==> src/rtl/ddr3_test_pkg.sv <==
// ddr3_test_pkg: shared constants for the DDR3 loopback traffic checker.
//   - controller main_state codes that accept a write word / read request
//   - checker FSM state encoding
//   - LFSR seed and feedback tap mask (taps 16,14,13,11, right-shift form)
package ddr3_test_pkg;

  localparam int unsigned CTRL_STATE_WRITE_DATA = 8;
  localparam int unsigned CTRL_STATE_READ_DATA  = 11;

  localparam logic [1:0] ST_IDLE   = 2'd0;
  localparam logic [1:0] ST_WRITE  = 2'd1;
  localparam logic [1:0] ST_READ   = 2'd2;
  localparam logic [1:0] ST_FINISH = 2'd3;

  localparam logic [15:0] LFSR_SEED     = 16'hACE1;
  // Bits 0,2,3,5 of a right-shifting register correspond to taps 16,14,13,11.
  localparam logic [15:0] LFSR_TAP_MASK = 16'h002D;

endpackage

==> src/rtl/ddr3_pattern_gen.sv <==
// ddr3_pattern_gen: test data pattern source, one word per step.
//   clk_i, reset_i : clock, synchronous active-high reset (value -> 0)
//   load_i         : load the first pattern word (has priority over step_i)
//   step_i         : advance to the next pattern word
//   value_o        : current pattern word
// Macro LOOPBACK_LFSR_PATTERN_EN selects the Fibonacci LFSR sequence seeded
// with LFSR_SEED; otherwise the sequence is 1, 2, 3, ... (word i = i + 1).
module ddr3_pattern_gen
  import ddr3_test_pkg::*;
#(
  parameter int unsigned DQ_BITWIDTH = 16
) (
  input  logic                   clk_i,
  input  logic                   reset_i,
  input  logic                   load_i,
  input  logic                   step_i,
  output logic [DQ_BITWIDTH-1:0] value_o
);

  logic [DQ_BITWIDTH-1:0] value_q, value_d;
  logic [DQ_BITWIDTH-1:0] first_w, next_w;

`ifdef LOOPBACK_LFSR_PATTERN_EN
  localparam logic [DQ_BITWIDTH-1:0] TAPS = DQ_BITWIDTH'(LFSR_TAP_MASK);
  assign first_w = DQ_BITWIDTH'(LFSR_SEED);
  assign next_w  = {^(value_q & TAPS), value_q[DQ_BITWIDTH-1:1]};
`else
  assign first_w = DQ_BITWIDTH'(1);
  assign next_w  = value_q + DQ_BITWIDTH'(1);
`endif

  always_comb begin
    value_d = value_q;
    if (load_i)      value_d = first_w;
    else if (step_i) value_d = next_w;
  end

  always_ff @(posedge clk_i) begin
    if (reset_i) value_q <= '0;
    else         value_q <= value_d;
  end

  assign value_o = value_q;

endmodule

==> config.mk <==
export PLATFORM = sky130hd
export DESIGN_NAME = ddr3_pattern_gen
export DESIGN_NICKNAME = d
export VERILOG_FILES = /design/src/rtl/ddr3_test_pkg.sv /design/src/rtl/ddr3_pattern_gen.sv
export SDC_FILE = /design/constraint.sdc
export NUM_CORES = 1
export LEC_CHECK = 0
export CORE_MARGIN = 3
export CORE_UTILIZATION = 45
export DETAILED_ROUTE_END_ITERATION = 8
export GPL_TIMING_DRIVEN = 0
export MAX_ROUTING_LAYER = met4
export PLACE_DENSITY = 0.76
export SETUP_SLACK_MARGIN = 0.3
export SLEW_MARGIN = 10
export SYNTH_ARGS = -nofsm -noshare
export SYNTH_HDL_FRONTEND = slang
export SYNTH_SLANG_ARGS = --single-unit
==> constraint.sdc <==
create_clock -name clk_i -period 1.85 [get_ports clk_i]
set_input_delay 0.185 -clock clk_i [delete_from_list [all_inputs] [get_ports clk_i]]
set_output_delay 0.185 -clock clk_i [all_outputs]
set_load 0.02 [all_outputs]
---- Word-level counts from Yosys, hierarchy flattened ----
Cells that the tools add are included.
Widths: inputs -> output; s select.
word-level totals
  register bits after elaboration ......... 16
  input port bits ......................... 4
  output and inout port bits .............. 16
  word-level logic and storage cells ...... 7
operators by class
  add/sub/neg operators ................... 1
  mux-type cells .......................... 2
  reduce and logical (&&, ||, !) cells .... 2
operators by type and width
  cell                   number
  $add 16x1->16 const B  1
  $mux 1                 2
  $reduce_bool 2->1      1
  $reduce_or 2->1        1

---- Logic depth before layout (Yosys ltp) ----
Gate-level depths: netlist of the first run.
  depth in word-level cells ............... 3
  depth in mapped cells ................... 5
  depth with buffers taken out ............ 5

---- Least setup slack after synthesis of the first run ----
Ideal clock, no wire load.
  path kind ............................... register to register
  from .................................... reg value_q[0] (netlist: value_o[0])
  to ...................................... reg value_q[12] (netlist: value_o[12])
  library setup time ...................... 128 ps
  arrival time ............................ 1,367 ps
  data required time ...................... 1,722 ps
  path slack .............................. 355 ps
  stages on the path, launching flop included .. 6
  path buffers ............................ 0
  clock period less this slack ............ 1,495 ps
  path through ............................ dfxtp_1 > ha_1 > nand4_1 > or3_1 > xor2_1 > nor2_1
on the way
  longest elaborated chain between the ends .. 1
ends and longest elaborated chain
  element                   line                    RTL
  start: declaration        ddr3_pattern_gen.sv:20  logic [DQ_BITWIDTH-1:0] value_q, value_d;
  start signal: assignment  ddr3_pattern_gen.sv:40  else value_q <= value_d;
  $add 16x1->16             ddr3_pattern_gen.sv:29  assign next_w = value_q + DQ_BITWIDTH'(1);
No other way between the ends.
A chain may end at the register's enable or synchronous reset.

---- Final worst setup path of the first run ----
  from .................................... reg value_q[10] (netlist: value_o[10])
  to ...................................... out value_o[10]
RTL lines
  element           line                    RTL
  end: declaration  ddr3_pattern_gen.sv:17  output logic [DQ_BITWIDTH-1:0] value_o
No word-level cell between the ends.

==> results of run 1 <==
[cell usage after synthesis]
master    number  share of area, %
a21oi_1        1              0.70
and3_1         1              0.87
and4_1         1               1.2
and4_2         1               1.4
buf_2          1              0.70
clkbuf_1       2               1.0
dfxtp_1       16                45
ha_1           1               1.7
inv_1          1              0.52
mux2i_1        1               1.4
nand2_1        5               2.6
nand3_1        4               2.8
nand4_1        6               5.2
nand4_4        1               3.0
nor2_1        16               8.4
nor4_1         4               3.5
o21ai_0        1              0.70
or2_2          1              0.87
or3_1          2               1.7
xnor2_1        5               6.1
xor2_1         9                11
[layout make-up]
| type | instances | area share (%) |
|---|---|---|
| Multi-Input combinational cell | 60 | 40.5 |
| Sequential cell | 16 | 33.7 |
| Timing Repair Buffer | 18 | 19.8 |
| Clock buffer | 3 | 2.35 |
| Tap cell | 15 | 1.96 |
| Buffer | 3 | 1.31 |
| Inverter | 1 | 0.392 |
[cells by family after synthesis]
family	count (synthesis)	share of synthesized area [%]
simple gates	42	31.5
flops	16	44.6
xor+xnor	14	17.1
buf+inv	4	2.26
compound gates	2	1.39
mux	1	1.39
fa+ha+maj	1	1.74
[how the worst max path moves through the flow]
stage | start | endpoint | cells past startpoint
2_1_floorplan | value_o[0] | value_o[12] | 5
3_3_place_gp | load_i | value_o[12] | 5
5_1_grt | value_o[0] | value_o[12] | 5
4_1_cts | value_o[2] | value_o[2] | 1
6_report | value_o[10] | value_o[10] | 1
3_5_place_dp | load_i | value_o[11] | 5
[worst min-delay path, delay by kind of cell]
family / cells / cell delay (ns)
buffers and inverters: 1 / 0.15
muxes: 1 / 0.09
and+or+nand+nor: 1 / 0.08
[what timing repair did]
| item | 4_1_cts | 5_1_grt |
|---|---|---|
| hold buffers | 0 | 0 |
| pin swaps | 0 | 0 |
| gates resized for setup | 4 | 9 |
| setup endpoints to repair | 4 | 10 |
[power by group]
group	switching [mW]	internal [mW]	total, mW
combinational	0.0173	0.0150	0.0323
clock	0.102	0.0755	0.178
sequential	0.00367	0.348	0.351
total	0.123	0.438	0.561
[through the flow]
step	utilization, %	area (um2)	instances
final	68.5	958	116
after global routing	68.5	958	116
after CTS	66.8	935	116
after detailed placement	65.6	917	113
after global placement	65.6	917	113
after floorplan	-	718	80
[metal layers]
layer / vias up / global-route usage (%)
li1: 321 / -
met5: - / -
met4: 0 / 6.82
met1: 289 / 21.2
met3: 4 / 2.37
met2: 12 / 22.3
==> results.cfg, run 1 <==
[outcome]
status = complete, no violations

[power_and_ir_drop]
power_mw = 0.561
pwr_density_cell_nw_per_um2 = 586
p_leak_nw = 0.450
vdd_drop_max_v = 0.000408

[sta]
setup_violations = 0
worst_clock_skew_ns = 0.00196
whs_ns = 0.259
worst_pin_slew_ns = 0.454
slew_headroom_pct = 69.7
rsz0062_at_grt = false
max_clock_freq_mhz = 679
period_needed_ns = 1.47
slew_viol_final = 0
finalWorstSetupSlack_ns = 0.377
final-hold-violation-count = 0
setup_tns_ns = 0
timing.final.crit_share_pct = 79.6

[floorplan]
die_h_um = 46.0
rows = 13
start_util_pct = 51.3
io_pins = 20
die_w_um = 46.0
die_area_um2 = 2110
core_um2 = 1400

[route]
via_per_inst = 5.40
wirelength_um = 1490
drc = 0
highest_layer = met4
drt_iter0_markers = 17
drt_pass1_iterations = 4
route.met2.wl_um = 685
vias = 626
ant_nets = 0
wl_met1_um = 714
post_drt_wl_per_cell_um = 12.9
met3_length_um = 71

[critical_path]
r2r_slack_ns = 0.39
crit_required_ns = 1.66
critPathMaxFanout = 4
critPathBufInv = 1
worstReg2RegEnd = value_o[12]
crit_type = flop to output port
cp_slowest_stage_delay_ns = 0.62
cp_top_family = buffers and inverters
crit_arrival_ns = 1.29
cp_slowest_cell = clkdlybuf4s50_1
path_cells = clkdlybuf4s50_1
worstReg2RegStart = value_o[0]
endpoint_kind = output port
cp-start-kind = flop
ff2ff_path_depth = 5

[finish]
multi_input_area_um2 = 388
drive_gt1_share_pct = 9.90
n_antenna_cell = 0
seq_area_um2 = 323
fillers = 122
mostFrequentLayoutCell = nor2_1
largest_register_ffs = 16
layout.nets = 108
layout_common_cells = 16 x nor2_1, 14 x dfxtp_1, 9 x xor2_1
syn2layout_area_growth_pct = 33.4

[logic_synthesis]
synth_cells = 80
yosysWarnings = 0
yosysSeqAreaShare_pct = 44.6
ys_ff_latch = 16
netlist_area_um2 = 718
yosysUniqueCellTypes = 21
synth_nets = 85
syn-mean-instance-area_um2 = 8.98

[global_routing]
antenna_found_initial = 0
grt_use_total_pct = 15.5
grt.overflow.total = 0
grt_pass1_wl_um = 2320
grt_pass1_vias = 532
grt_max_degree = 11

[clock_network]
clk_pin_slew_worst_paths_ns = 0.09
cts_sinks = 16
clock_latency_ns = 0.28
cts_root_buf = clkbuf_4
cts_buffers = 3
clk_path_buf_depth = 2
h-tree-depth = 1
cts_tree = done
postCtsSetupRepairBufs = 0

[min_path]
min_from = step_i
whs_path_depth = 3
holdPathEnd = value_o[1]
min-delay-path-class = primary input to flop

[place]
pre_cts_slack_ns = 0.168
portBuffers = 18
gp_congestion = 0.759
dp_hpwl_um = 1100

[flow_run]
max_cap_viol_count = 0
(Power assumes the default switching activity.)
==> inputs of run 2 (changes only) <==
--- a/config.mk
+++ b/config.mk
@@ -6,11 +6,11 @@
 export NUM_CORES = 1
 export LEC_CHECK = 0
 export CORE_MARGIN = 3
-export CORE_UTILIZATION = 45
+export CORE_UTILIZATION = 41
 export DETAILED_ROUTE_END_ITERATION = 8
 export GPL_TIMING_DRIVEN = 0
 export MAX_ROUTING_LAYER = met4
-export PLACE_DENSITY = 0.76
+export PLACE_DENSITY = 0.73
 export SETUP_SLACK_MARGIN = 0.3
 export SLEW_MARGIN = 10
 export SYNTH_ARGS = -nofsm -noshare
==> constraint.sdc (replaced) <==
create_clock -name clk_i -period 1.2 [get_ports clk_i]
set_input_delay 0.12 -clock clk_i [delete_from_list [all_inputs] [get_ports clk_i]]
set_output_delay 0.12 -clock clk_i [all_outputs]
set_load 0.02 [all_outputs]
==> results.cfg, run 2 (synthesis results as in run 1) <==
[outcome]
status = complete, but fails checks
failed_checks = setup timing

[global_routing]
grt_pass1_vias = 712
grt.overflow.total = 0
grt_max_degree = 11
grt_pass1_wl_um = 3250
grt_use_total_pct = 22.1
antenna_found_initial = 0

[sta]
final-hold-violation-count = 0
rsz0062_at_grt = true
setup_violations = 13
period_needed_ns = 1.32
worst_clock_skew_ns = 0.00277
whs_ns = 0.0603
slew_viol_final = 0
timing.final.crit_share_pct = 110
slew_headroom_pct = 82.7
worst_pin_slew_ns = 0.258
max_clock_freq_mhz = 759
finalWorstSetupSlack_ns = -0.118

[min_path]
min-delay-path-class = primary input to flop
whs_path_depth = 2

[finish]
layout_common_cells = 23 x buf_6, 16 x nor2_1, 15 x buf_4
drive_gt1_share_pct = 58.9
fillers = 92
layout.nets = 130
mostFrequentLayoutCell = buf_6
final_core_util_pct = 83.6
final_area_um2 = 1320
n_antenna_cell = 0
syn2layout_area_growth_pct = 83.4
largest_register_ffs = 16

[power_and_ir_drop]
pwr_density_cell_nw_per_um2 = 741
internal_power_mw = 0.754
p_seq_share_pct = 53.1
power_switching_mw = 0.222
combinationalPowerShare_pct = 9.7
power_mw = 0.976
sw_frac_of_total_pct = 22.8
clock_power_share_pct = 37.1
vdd_drop_max_v = 0.000680
p_leak_nw = 0.560

[place]
pre_cts_slack_ns = -0.448
placed_cell_area_um2 = 982
gp_congestion = 0.761
portBuffers = 18
dp_hpwl_um = 1110

[clock_network]
clock_latency_ns = 0.29
clk_pin_slew_worst_paths_ns = 0.10
cts_sinks = 16
clk_path_buf_depth = 2
h-tree-depth = 1
cts_hold_buf = 0
cts_tree = done
cts_buffers = 3
cts_root_buf = clkbuf_4

[floorplan]
rows = 14
die_area_um2 = 2290
io_pins = 20
start_util_pct = 45.6
die_h_um = 47.9
core_um2 = 1580
die_w_um = 47.9

[critical_path]
cp-start-kind = flop
endpoint_kind = flop
cp_slowest_stage_delay_ns = 0.43
crit_required_ns = 1.39
cp_slowest_cell = or3_4
path_cells = nand4_4, or3_4, xor2_1, nor2_1
crit_type = flop to flop
crit_arrival_ns = 1.51
ff2ff_path_depth = 4
critPathMaxFanout = 7

[route]
drt_iter0_markers = 13
drt_pass1_iterations = 4
vias = 734
ant_nets = 0
drc = 0
wirelength_um = 2060
via_per_inst = 5.24
post_drt_wl_per_cell_um = 14.7

[flow_run]
max_cap_viol_count = 0
## run 2: changes by cell type in the layout (fill, tap and decap cells not counted), moves of 3 or more
cell	previous run	this run
dlymetal6s2s_1	6	1
nor4_1	3	0
dfxtp_1	14	0
dfxtp_2	2	5
clkdlybuf4s50_1	8	0
dlygate4sd2_1	4	1
dfxtp_4	0	11
buf_6	0	23
buf_4	0	15
## run 2: path summary, 6_finish.rpt
path	startpoint	end	slack (ns)
worst min-delay path	reset_i	value_o[0]	0.06
worst max register to register	value_o[4]	value_o[12]	-0.12
worst min register to register	value_o[15]	value_o[15]	0.53
worst max-delay path	value_o[4]	value_o[12]	-0.12
## run 2: layout make-up
type / instances / area, um2 / share of cell area (%)
multi-input cells: 60 / 453 / 34.4
repair buffers: 40 / 393 / 29.8
flip-flops and latches: 16 / 368 / 27.9
plain buffers: 3 / 43.8 / 3.32
clock buffers: 4 / 36.3 / 2.75
well taps: 16 / 20.0 / 1.52
inverters: 1 / 3.75 / 0.285
## run 2: layer usage
| metal | GRT usage [%] | up-vias | routed length, um |
|---|---|---|---|
| met4 | 14.0 | 0 | 52 |
| met1 | 27.3 | 345 | 887 |
| met5 | - | - | 0 |
| met2 | 32.2 | 17 | 1060 |
| met3 | 4.51 | 6 | 66 |
| li1 | - | 366 | - |
## run 2: stage by stage
| stage | setup TNS, ns | std cells |
|---|---|---|
| floorplan | -0.212 | 80 |
| global placement | -3.90 | 114 |
| detailed placement | -4.55 | 114 |
| CTS | -0.538 | 140 |
| global route | -1.69 | 140 |
| finish | -0.767 | 140 |
## run 2: worst max-delay path, delay by kind of cell, from the launching register on
family / cells / cell delay (ns)
and+or+nand+nor: 3 / 0.67
xor gates and xnor gates: 1 / 0.14
DFF: 1 / 0.41
## run 2: power by group through the flow
stage                     clock (mW)  combinational [mW]  sequential, mW
after floorplan                    0              0.0236           0.547
after global placement             0              0.0498           0.542
after detailed placement           0              0.0521           0.542
after CTS                      0.362              0.0921           0.521
after global routing           0.402               0.103           0.520
final                          0.362              0.0949           0.519
## run 2: repair_timing
action / in CTS / in global routing
resized for setup: 113 / 14
pin swaps: 13 / 7
endpoints found under the setup margin: 31 / 32
cloned: 0 / 0
buffers inserted: 22 / 0
